[src/rtl/alu_pkg.sv]
// Shared ALU definitions: opcode values understood by the ALU and the
// state encoding of the sharing arbiter's FSM.
package alu_pkg;

  localparam logic [3:0] ALU_SLL    = 4'd0;
  localparam logic [3:0] ALU_SRL    = 4'd1;
  localparam logic [3:0] ALU_SRA    = 4'd2;
  localparam logic [3:0] ALU_PASS_A = 4'd3;
  localparam logic [3:0] ALU_PASS_B = 4'd4;
  localparam logic [3:0] ALU_ADD    = 4'd5;
  localparam logic [3:0] ALU_SUB    = 4'd6;
  localparam logic [3:0] ALU_AND    = 4'd7;
  localparam logic [3:0] ALU_OR     = 4'd8;
  localparam logic [3:0] ALU_XOR    = 4'd9;
  localparam logic [3:0] ALU_NOR    = 4'd10;
  localparam logic [3:0] ALU_SLT    = 4'd11;
  localparam logic [3:0] ALU_SLTU   = 4'd12;

  typedef enum logic [1:0] {
    IDLE  = 2'd0,
    ISSUE = 2'd1,
    RESP  = 2'd2
  } state_t;

endpackage

[src/rtl/alu_share_arbiter_if.sv]
// Request and response channels between the two ALU users and the arbiter.
// master = requester side, slave = arbiter side.
interface alu_share_arbiter_if #(
  parameter int DATA_BITS = 32,
  parameter int OP_BITS   = 4
);

  logic                 req0_valid;
  logic                 req0_ready;
  logic [OP_BITS-1:0]   req0_op;
  logic [DATA_BITS-1:0] req0_x;
  logic [DATA_BITS-1:0] req0_y;

  logic                 req1_valid;
  logic                 req1_ready;
  logic [OP_BITS-1:0]   req1_op;
  logic [DATA_BITS-1:0] req1_x;
  logic [DATA_BITS-1:0] req1_y;

  logic                 rsp_valid;
  logic                 rsp_ready;
  logic                 rsp_id;
  logic [DATA_BITS-1:0] rsp_result;
  logic [DATA_BITS-1:0] rsp_result_2;
  logic                 rsp_equal;
  logic                 rsp_smaller;

  modport master (
    output req0_valid, req0_op, req0_x, req0_y,
    output req1_valid, req1_op, req1_x, req1_y,
    output rsp_ready,
    input  req0_ready, req1_ready,
    input  rsp_valid, rsp_id, rsp_result, rsp_result_2, rsp_equal, rsp_smaller
  );

  modport slave (
    input  req0_valid, req0_op, req0_x, req0_y,
    input  req1_valid, req1_op, req1_x, req1_y,
    input  rsp_ready,
    output req0_ready, req1_ready,
    output rsp_valid, rsp_id, rsp_result, rsp_result_2, rsp_equal, rsp_smaller
  );

endinterface

[src/rtl/rr_arbiter2.sv]
// Two-input round-robin arbiter. A lone requester always wins; on a tie the
// requester that did not win last time is chosen.
module rr_arbiter2 (
  input  logic       clk,
  input  logic       reset,
  input  logic [1:0] req_valid,
  input  logic       enable,
  output logic       grant_valid,
  output logic       grant_id
);

  logic last_grant;

  // Combinational winner selection, only meaningful while enabled.
  always_comb begin
    grant_valid = enable && (req_valid != 2'b00);
    grant_id    = 1'b0;
    if (req_valid == 2'b11) begin
      grant_id = ~last_grant;
    end else if (req_valid[1]) begin
      grant_id = 1'b1;
    end
  end

  // Remember the most recent winner so ties alternate; starts at 1 so requester 0 wins first.
  always_ff @(posedge clk) begin
    if (reset) begin
      last_grant <= 1'b1;
    end else if (grant_valid) begin
      last_grant <= grant_id;
    end
  end

endmodule

[src/rtl/alu_share_arbiter.sv]
// Shares one ALU between the CPU auxiliary path (id 0) and the physics engine
// (id 1). An accepted operation is registered onto the ALU inputs, the ALU
// outputs are captured one cycle later and held on the response channel.
module alu_share_arbiter
  import alu_pkg::*;
#(
  parameter int DATA_BITS = 32,
  parameter int OP_BITS   = 4
) (
  input  logic [4:0]           LOGISIM_CLOCK_TREE_0,
  input  logic                 reset,
  alu_share_arbiter_if.slave   bus,
  output logic [OP_BITS-1:0]   alu_op,
  output logic [DATA_BITS-1:0] alu_x,
  output logic [DATA_BITS-1:0] alu_y,
  input  logic [DATA_BITS-1:0] alu_result,
  input  logic [DATA_BITS-1:0] alu_result_2,
  input  logic                 alu_equal,
  input  logic                 alu_smaller,
  output logic                 busy
);

  logic   clk;
  logic   unused_clock_bits;
  state_t state;
  state_t next_state;
  logic   grant_valid;
  logic   grant_id;
  logic   cur_id;

  assign clk               = LOGISIM_CLOCK_TREE_0[4];
  assign unused_clock_bits = ^LOGISIM_CLOCK_TREE_0[3:0];
  assign busy              = (state != IDLE);

  rr_arbiter2 u_arb (
    .clk         (clk),
    .reset       (reset),
    .req_valid   ({bus.req1_valid, bus.req0_valid}),
    .enable      (state == IDLE),
    .grant_valid (grant_valid),
    .grant_id    (grant_id)
  );

  // Next-state and ready handshake: requesters are only accepted while idle.
  always_comb begin
    next_state     = state;
    bus.req0_ready = 1'b0;
    bus.req1_ready = 1'b0;
    case (state)
      IDLE: begin
        if (grant_valid) begin
          next_state     = ISSUE;
          bus.req0_ready = ~grant_id;
          bus.req1_ready = grant_id;
        end
      end
      ISSUE:   next_state = RESP;
      RESP:    if (bus.rsp_ready) next_state = IDLE;
      default: next_state = IDLE;
    endcase
  end

  // State register.
  always_ff @(posedge clk) begin
    if (reset) begin
      state <= IDLE;
    end else begin
      state <= next_state;
    end
  end

  // Operand registers and response capture; ALU inputs hold until the next accept.
  always_ff @(posedge clk) begin
    if (reset) begin
      alu_op           <= '0;
      alu_x            <= '0;
      alu_y            <= '0;
      cur_id           <= 1'b0;
      bus.rsp_valid    <= 1'b0;
      bus.rsp_id       <= 1'b0;
      bus.rsp_result   <= '0;
      bus.rsp_result_2 <= '0;
      bus.rsp_equal    <= 1'b0;
      bus.rsp_smaller  <= 1'b0;
    end else begin
      case (state)
        IDLE: begin
          if (grant_valid) begin
            alu_op <= grant_id ? bus.req1_op : bus.req0_op;
            alu_x  <= grant_id ? bus.req1_x  : bus.req0_x;
            alu_y  <= grant_id ? bus.req1_y  : bus.req0_y;
            cur_id <= grant_id;
          end
        end
        ISSUE: begin
          bus.rsp_result   <= alu_result;
          bus.rsp_result_2 <= alu_result_2;
          bus.rsp_equal    <= alu_equal;
          bus.rsp_smaller  <= alu_smaller;
          bus.rsp_id       <= cur_id;
          bus.rsp_valid    <= 1'b1;
        end
        RESP: begin
          if (bus.rsp_ready) bus.rsp_valid <= 1'b0;
        end
        default: ;
      endcase
    end
  end

endmodule

[src/flat_wrapper.sv]
// flat-port wrapper written by rule: the top's interface ports become plain ports
module alu_share_arbiter_flat import alu_pkg::*;
#(
  parameter int DATA_BITS = 32,
  parameter int OP_BITS   = 4
)
  (LOGISIM_CLOCK_TREE_0, reset, alu_op, alu_x, alu_y, alu_result, alu_result_2, alu_equal, alu_smaller, busy, bus_req0_valid, bus_req0_op, bus_req0_x, bus_req0_y, bus_req1_valid, bus_req1_op, bus_req1_x, bus_req1_y, bus_rsp_ready, bus_req0_ready, bus_req1_ready, bus_rsp_valid, bus_rsp_id, bus_rsp_result, bus_rsp_result_2, bus_rsp_equal, bus_rsp_smaller);
  alu_share_arbiter_if #(.DATA_BITS(DATA_BITS), .OP_BITS(OP_BITS)) bus_i ();
  input  logic [4:0] LOGISIM_CLOCK_TREE_0;
  input  logic reset;
  output logic [OP_BITS-1:0] alu_op;
  output logic [DATA_BITS-1:0] alu_x;
  output logic [DATA_BITS-1:0] alu_y;
  input  logic [DATA_BITS-1:0] alu_result;
  input  logic [DATA_BITS-1:0] alu_result_2;
  input  logic alu_equal;
  input  logic alu_smaller;
  output logic busy;
  input wire logic [$bits(bus_i.req0_valid)-1:0] bus_req0_valid;
  input wire logic [$bits(bus_i.req0_op)-1:0] bus_req0_op;
  input wire logic [$bits(bus_i.req0_x)-1:0] bus_req0_x;
  input wire logic [$bits(bus_i.req0_y)-1:0] bus_req0_y;
  input wire logic [$bits(bus_i.req1_valid)-1:0] bus_req1_valid;
  input wire logic [$bits(bus_i.req1_op)-1:0] bus_req1_op;
  input wire logic [$bits(bus_i.req1_x)-1:0] bus_req1_x;
  input wire logic [$bits(bus_i.req1_y)-1:0] bus_req1_y;
  input wire logic [$bits(bus_i.rsp_ready)-1:0] bus_rsp_ready;
  output wire logic [$bits(bus_i.req0_ready)-1:0] bus_req0_ready;
  output wire logic [$bits(bus_i.req1_ready)-1:0] bus_req1_ready;
  output wire logic [$bits(bus_i.rsp_valid)-1:0] bus_rsp_valid;
  output wire logic [$bits(bus_i.rsp_id)-1:0] bus_rsp_id;
  output wire logic [$bits(bus_i.rsp_result)-1:0] bus_rsp_result;
  output wire logic [$bits(bus_i.rsp_result_2)-1:0] bus_rsp_result_2;
  output wire logic [$bits(bus_i.rsp_equal)-1:0] bus_rsp_equal;
  output wire logic [$bits(bus_i.rsp_smaller)-1:0] bus_rsp_smaller;
  assign bus_i.req0_valid = bus_req0_valid;
  assign bus_i.req0_op = bus_req0_op;
  assign bus_i.req0_x = bus_req0_x;
  assign bus_i.req0_y = bus_req0_y;
  assign bus_i.req1_valid = bus_req1_valid;
  assign bus_i.req1_op = bus_req1_op;
  assign bus_i.req1_x = bus_req1_x;
  assign bus_i.req1_y = bus_req1_y;
  assign bus_i.rsp_ready = bus_rsp_ready;
  assign bus_req0_ready = bus_i.req0_ready;
  assign bus_req1_ready = bus_i.req1_ready;
  assign bus_rsp_valid = bus_i.rsp_valid;
  assign bus_rsp_id = bus_i.rsp_id;
  assign bus_rsp_result = bus_i.rsp_result;
  assign bus_rsp_result_2 = bus_i.rsp_result_2;
  assign bus_rsp_equal = bus_i.rsp_equal;
  assign bus_rsp_smaller = bus_i.rsp_smaller;
  alu_share_arbiter #(.DATA_BITS(DATA_BITS), .OP_BITS(OP_BITS)) u_core (.LOGISIM_CLOCK_TREE_0(LOGISIM_CLOCK_TREE_0), .reset(reset), .bus(bus_i), .alu_op(alu_op), .alu_x(alu_x), .alu_y(alu_y), .alu_result(alu_result), .alu_result_2(alu_result_2), .alu_equal(alu_equal), .alu_smaller(alu_smaller), .busy(busy));
endmodule
[config.mk]
export PLATFORM = sky130hd
export DESIGN_NAME = alu_share_arbiter_flat
export DESIGN_NICKNAME = d
export VERILOG_FILES = /design/src/rtl/alu_pkg.sv /design/src/rtl/alu_share_arbiter_if.sv /design/src/rtl/rr_arbiter2.sv /design/src/rtl/alu_share_arbiter.sv /design/src/flat_wrapper.sv
export SDC_FILE = /design/constraint.sdc
export NUM_CORES = 1
export LEC_CHECK = 0
export ABC_AREA = 1
export CORE_MARGIN = 10
export CORE_UTILIZATION = 38
export DETAILED_ROUTE_END_ITERATION = 8
export GPL_TIMING_DRIVEN = 0
export PLACE_DENSITY = 0.81
export REMOVE_ABC_BUFFERS = 1
export SYNTH_ARGS = -nofsm -noshare
export SYNTH_HDL_FRONTEND = slang
export SYNTH_SLANG_ARGS = --single-unit
export TNS_END_PERCENT = 5
[constraint.sdc]
create_clock -name LOGISIM_CLOCK_TREE_0 -period 1.43 [get_ports LOGISIM_CLOCK_TREE_0]
set_input_delay 0.2145 -clock LOGISIM_CLOCK_TREE_0 [delete_from_list [all_inputs] [get_ports LOGISIM_CLOCK_TREE_0]]
set_output_delay 0.2145 -clock LOGISIM_CLOCK_TREE_0 [all_outputs]
set_load 0.01 [all_outputs]
# ---- Yosys cells after proc, flatten, opt, wreduce, memory -nomap -nowiden
# Cells that the tools add are included.
dict set report op_classes {
  n_reduce_logical 8
  n_eq_ne 5
  n_mux 14
  bitwise 2
}
# cell n
set op_table {}
lappend op_table {{32-bit 2-to-1 mux} 2}
lappend op_table {{1-bit 2-to-1 mux} 7}
lappend op_table {{2-bit one-hot mux with 3 select lines} 1}
lappend op_table {{2-bit AND reduction} 3}
lappend op_table {{2-bit nonzero test} 3}
lappend op_table {{2-bit equality test (second input constant)} 2}
lappend op_table {{2-bit 2-to-1 mux} 2}
lappend op_table {{4-bit 2-to-1 mux} 1}
lappend op_table {{2-bit by 1-bit equality test with 1-bit output (second input constant)} 1}
lappend op_table {{2-bit logical NOT} 1}
lappend op_table {{2-bit by 1-bit inequality test with 1-bit output (second input constant)} 1}
lappend op_table {{2-bit inequality test (second input constant)} 1}
lappend op_table {{1-bit NOT} 2}
lappend op_table {{1-bit one-hot mux with 2 select lines} 1}
lappend op_table {{1-bit logical AND} 1}
dict set report totals {
  regBits 140
  out_inout_bits 139
  elab_cells 41
  input_bits 211
}

# ---- Logic depth before layout (Yosys ltp)
dict set report depth {
  ltp_word 5
  depth_mapped 8
  ltp_nobuf 6
}

# ---- By module
# From an unflattened synthesis, not the netlist that was laid out.
dict set report hier_totals {
  cells_unflattened 974
  hier_area_um2 6159.7
}
# mod instances cells_per_inst area_per_inst_um2 seq_area_each_um2
set modules_own_cells {}
lappend modules_own_cells {alu_share_arbiter 1 965 6098.3 2782.7}
lappend modules_own_cells {rr_arbiter2 1 9 61.3 20.0}

# ---- Least setup slack after synthesis
# No wires, ideal clock.
dict set report synth_timing {
  kind {register to output}
  startpoint {register u_core.u_arb.last_grant}
  endpoint {output port bus_req0_ready}
  arrival_time_ns 1.011
  setup_slack_ns 0.204
  required_ns 1.216
  path_stages_with_launch 7
  path_buffers 2
  path_cell_list {dfxtp_1 > nand2_2 > nand2_2 > buf_4 > buf_4 > inv_1 > nor2_1}
}
dict set report synth_via {
  elab_chain_len 5
}
# element line_no
set synth_lines {}
lappend synth_lines {{start: declaration} rr_arbiter2.sv:12} ;# logic last_grant;
lappend synth_lines {{start signal: assignment} rr_arbiter2.sv:30} ;# last_grant <= grant_id;
lappend synth_lines {{1-bit NOT} rr_arbiter2.sv:19} ;# grant_id = ~last_grant;
lappend synth_lines {{1-bit 2-to-1 mux} rr_arbiter2.sv:18} ;# if (req_valid == 2'b11) begin
lappend synth_lines {{1-bit NOT} alu_share_arbiter.sv:53} ;# bus.req0_ready = ~grant_id;
lappend synth_lines {{1-bit 2-to-1 mux} alu_share_arbiter.sv:51} ;# if (grant_valid) begin
lappend synth_lines {{1-bit 2-to-1 mux} alu_share_arbiter.sv:49} ;# case (state)
lappend synth_lines {{end: declaration} flat_wrapper.sv:28} ;# output wire logic [$bits(bus_i.req0_ready)-1:0] bus_req0_ready;
# Every way passes these cells.

# ---- Worst setup path in the final report
dict set report layout_timing {
  startpoint {register u_core.state[1]}
  endpoint {output port bus_req1_ready}
}
dict set report layout_via {
  elab_chain_len 4
}
# element line_no
set layout_lines {}
lappend layout_lines {{start: declaration} alu_share_arbiter.sv:25} ;# state_t state;
lappend layout_lines {{start signal: assignment} alu_share_arbiter.sv:68} ;# state <= next_state;
lappend layout_lines {{2-bit logical NOT *} {alu_share_arbiter.sv:39, alu_share_arbiter.sv:49}}
lappend layout_lines {{1-bit logical AND} rr_arbiter2.sv:16} ;# grant_valid = enable && (req_valid != 2'b00);
lappend layout_lines {{1-bit 2-to-1 mux} alu_share_arbiter.sv:51}
lappend layout_lines {{1-bit 2-to-1 mux *} alu_share_arbiter.sv:49}
lappend layout_lines {{end: declaration} flat_wrapper.sv:29} ;# output wire logic [$bits(bus_i.req1_ready)-1:0] bus_req1_ready;
# Mark *: on every way between the ends. The rest lies on a longest branch, timed or not.

==> results.md <==
* DRT iter0 DRCs at 331
* DP Wirelength at 17100 um
* Final hold vios at 0
* Largest net degree at the start of global routing at 69
* Synthesized area per cell at 6.89 um2
* Clock power share at 0.367
* Cell Int Power at 8.12 mW
* CTS Sinks at 140
* Post-Route Setup TNS at -0.0760 ns
* Synth Area in Simple Gates at 0.335
* Worst-path clk slew at 0.05 ns
* Commonest non-fill, non-tap cells in the layout: 274 x nand2_1, 203 x clkdlybuf4s50_1, 137 x nor2_1, 137 x dfxtp_1, 136 x dlygate4sd2_1
* Violated checks: negative setup slack
* Max-cap violations at 0
* Compound-Gate Fraction of Synth Area at 0.122
* Setup ws final at -0.0467 ns
* Vias in the first global route at 6463
* Static leakage at 4.74 nW
* Input/output buffers at 345
* Cell area after layout at 9870 um2
* Die height at 143 um
* Worst EP required at 1.22 ns
* Cells along the critical path: nor2_4, buf_4, nand2_2, inv_1, buf_4
* Crit Path Max Fanout at 3
* Arr. time, crit path at 1.26 ns
* Critical Path Start Type: flip-flop
* # IOs at 350
* Worst hold path type: primary input to flip-flop
* Final period utilization at 1.03
* Core area at 15000 um2
* Synthesis-to-layout area growth at 70.9%
* Post-synthesis adder-cell area fraction at 0
* RSZ-0062 raised after global routing: yes
* Peak supply drop at 0.764 mV
* Chip Width at 143 um
* Nets at 1367
* Final setup fails at 2
* CTS tree: built
* Setup CP Type: flip-flop to output pin
* CP bufs+invs at 3
* FF+latch count, synth at 140
* PD cells at 1150 nW/um2
* Initial Util at 0.384
* CP max-delay cell: dfxtp_4
* Switching power at 3.28 mW
* H-tree levels at 4
* WL/cell at 18.2 um
* Routed WL at 24700 um
* Status: finished with violations
* XOR/XNOR Fraction of Synth Area at 0
* Synth Instances at 838
* CTS root buffer: clkbuf_16
* Routed Antenna Nets at 0
* Worst setup EP type: output pin
* Synth warn at 0
* Delay-heaviest family, CP: flip-flops
* Worst-skew pair later-pin latency at 0.41 ns
* Num rows at 45
* TritonCTS buffer count at 17
* Main combinational cell family by area after synthesis: simple AND/OR/NAND/NOR gates
* Most used cell, CP: buf_4
* RD Place Congestion at 0.814
* DRC Markers at 0
* Sequential cell area fraction in the yosys report at 0.485
* Max Slew Vio Count at 0
* Fmax at 0.677 GHz
* Vias at 6640
* Placed inst area at 9280 um2
* Area of the die at 20500 um2
* CTS max path bufs at 2
* Sequential power share at 0.392
* First-pass GRT wire length at 36500 um
* Comb power frac at 0.241
* Tightest Pin Transition at 0.713 ns
* Fin cells at 1356
* Vias per cell at 4.90
* Delay of the slowest critical-path stage at 0.36 ns
* Post-synth cell types at 20
* Net Sw Frac at 0.288
* Initial antenna violation count at 1
* Skew final at 0.00615 ns
* Fill count at 1336
* Slew margin rel. at 0.525
* Mux cell area share after synthesis at 0
* Post-Syn Area at 5780 um2
* Cell Count Post-Placement at 1312
* Most common cell after layout, fill and taps aside: nand2_1
* Min Tclk post-route at 1.48 ns
* Overall routing resource usage at 0.230
* Pre-Repair DR Iteration Count at 4
* Grt total ovfl at 0
* Ratio of cells with drive above 1 in the final layout at 0.0583
power groups by stage:
stage	Combinational [mW]	Sequential, mW	Clock [mW]
floorplan	0.871	4.73	0
global placement	2.80	4.54	0
detailed placement	2.88	4.56	0
CTS	2.74	4.47	4.26
global route	3.01	4.51	4.39
finish	2.74	4.47	4.19
flip-flops by register name, summed over array words and instances, names as in the netlist, 2 cells and up:
name                     flops
u_core.bus.rsp_result_2     32
u_core.alu_y                32
u_core.state                 2
u_core.alu_op                4
u_core.bus.rsp_result       32
u_core.alu_x                32
path summary, 6_finish.rpt:
kind | start | slack (ns) | endpoint | cells after the start
max | u_core.state[1] | -0.05 | bus_req1_ready | 5
min | bus_req0_valid | 0.31 | u_core.state[0] | 3
max reg2reg | u_core.state[1] | 0.05 | u_core.bus.rsp_result_2[12] | 6
min reg2reg | u_core.alu_x[3] | 0.46 | u_core.alu_x[3] | 2
cell usage after synthesis:
cell type,instances,area (um2)
o21ai_4,1,16.3
inv_1,4,15.0
clkbuf_1,28,105
o21ai_1,5,25.0
o21ai_0,62,310
nand2_2,2,12.5
nor2_4,1,11.3
dfxtp_1,140,2800
nand3_1,70,350
clkbuf_4,1,7.51
nor2_1,137,514
nor2_2,1,6.26
clkbuf_2,2,10.0
buf_2,26,130
nand3b_1,1,7.51
buf_4,6,45.0
inv_2,3,11.3
buf_1,2,7.51
nand2_1,275,1030
a21oi_1,71,355
worst register-to-register path, stage by stage (launching register included):
cell,delay [ns]
dfxtp_4,0.36
buf_4,0.14
nor2_4,0.11
buf_12,0.23
inv_8,0.19
nor2_1,0.17
nor2_1,0.07
metrics by stage:
step           total power [mW]  hold slack, ns  setup slack [ns]  utilization
6_report                   11.4           0.313           -0.0467        0.657
5_1_grt                    11.9           0.328            -0.121        0.657
4_1_cts                    11.5           0.294            -0.146        0.653
3_5_place_dp               7.44           0.454             -2.86        0.617
3_3_place_gp               7.34           0.450             -4.49        0.609
2_1_floorplan              5.60           0.284             -1.07            -
layout make-up:
class | instances | area (um2) | share of cell area
repair buffers | 360 | 3470 | 0.351
flip-flops and latches | 140 | 2810 | 0.285
multi-input cells | 630 | 2740 | 0.277
clock buffers | 18 | 429 | 0.0435
well taps | 188 | 235 | 0.0238
clock inverters | 12 | 125 | 0.0127
inverters | 7 | 60.1 | 0.00608
diodes | 1 | 2.50 | 0.000253
routing by layer:
metal	wire length (um)	GRT usage
met1	9100	0.239
met2	11800	0.387
met3	3150	0.116
met4	670	0.0956
met5	0	0
logic make-up (layout without fill, tap and decap cells):
kind of cell / count (synthesis) / in the layout
and+or+nand+nor: 487 / 491
DFF: 140 / 140
AOI/OAI and AO/OA: 139 / 139
buffers and inverters: 72 / 397
other: 0 / 1
what timing repair did:
| item | in CTS | in global routing |
|---|---|---|
| setup endpoints to repair | 277 | 78 |
| gates resized for setup | 170 | 9 |
| hold buffers | 0 | 0 |
| buffers inserted | 6 | 3 |
| pin swaps | 4 | 2 |
| gates cloned | 4 | 0 |
(Power assumes the default switching activity.)
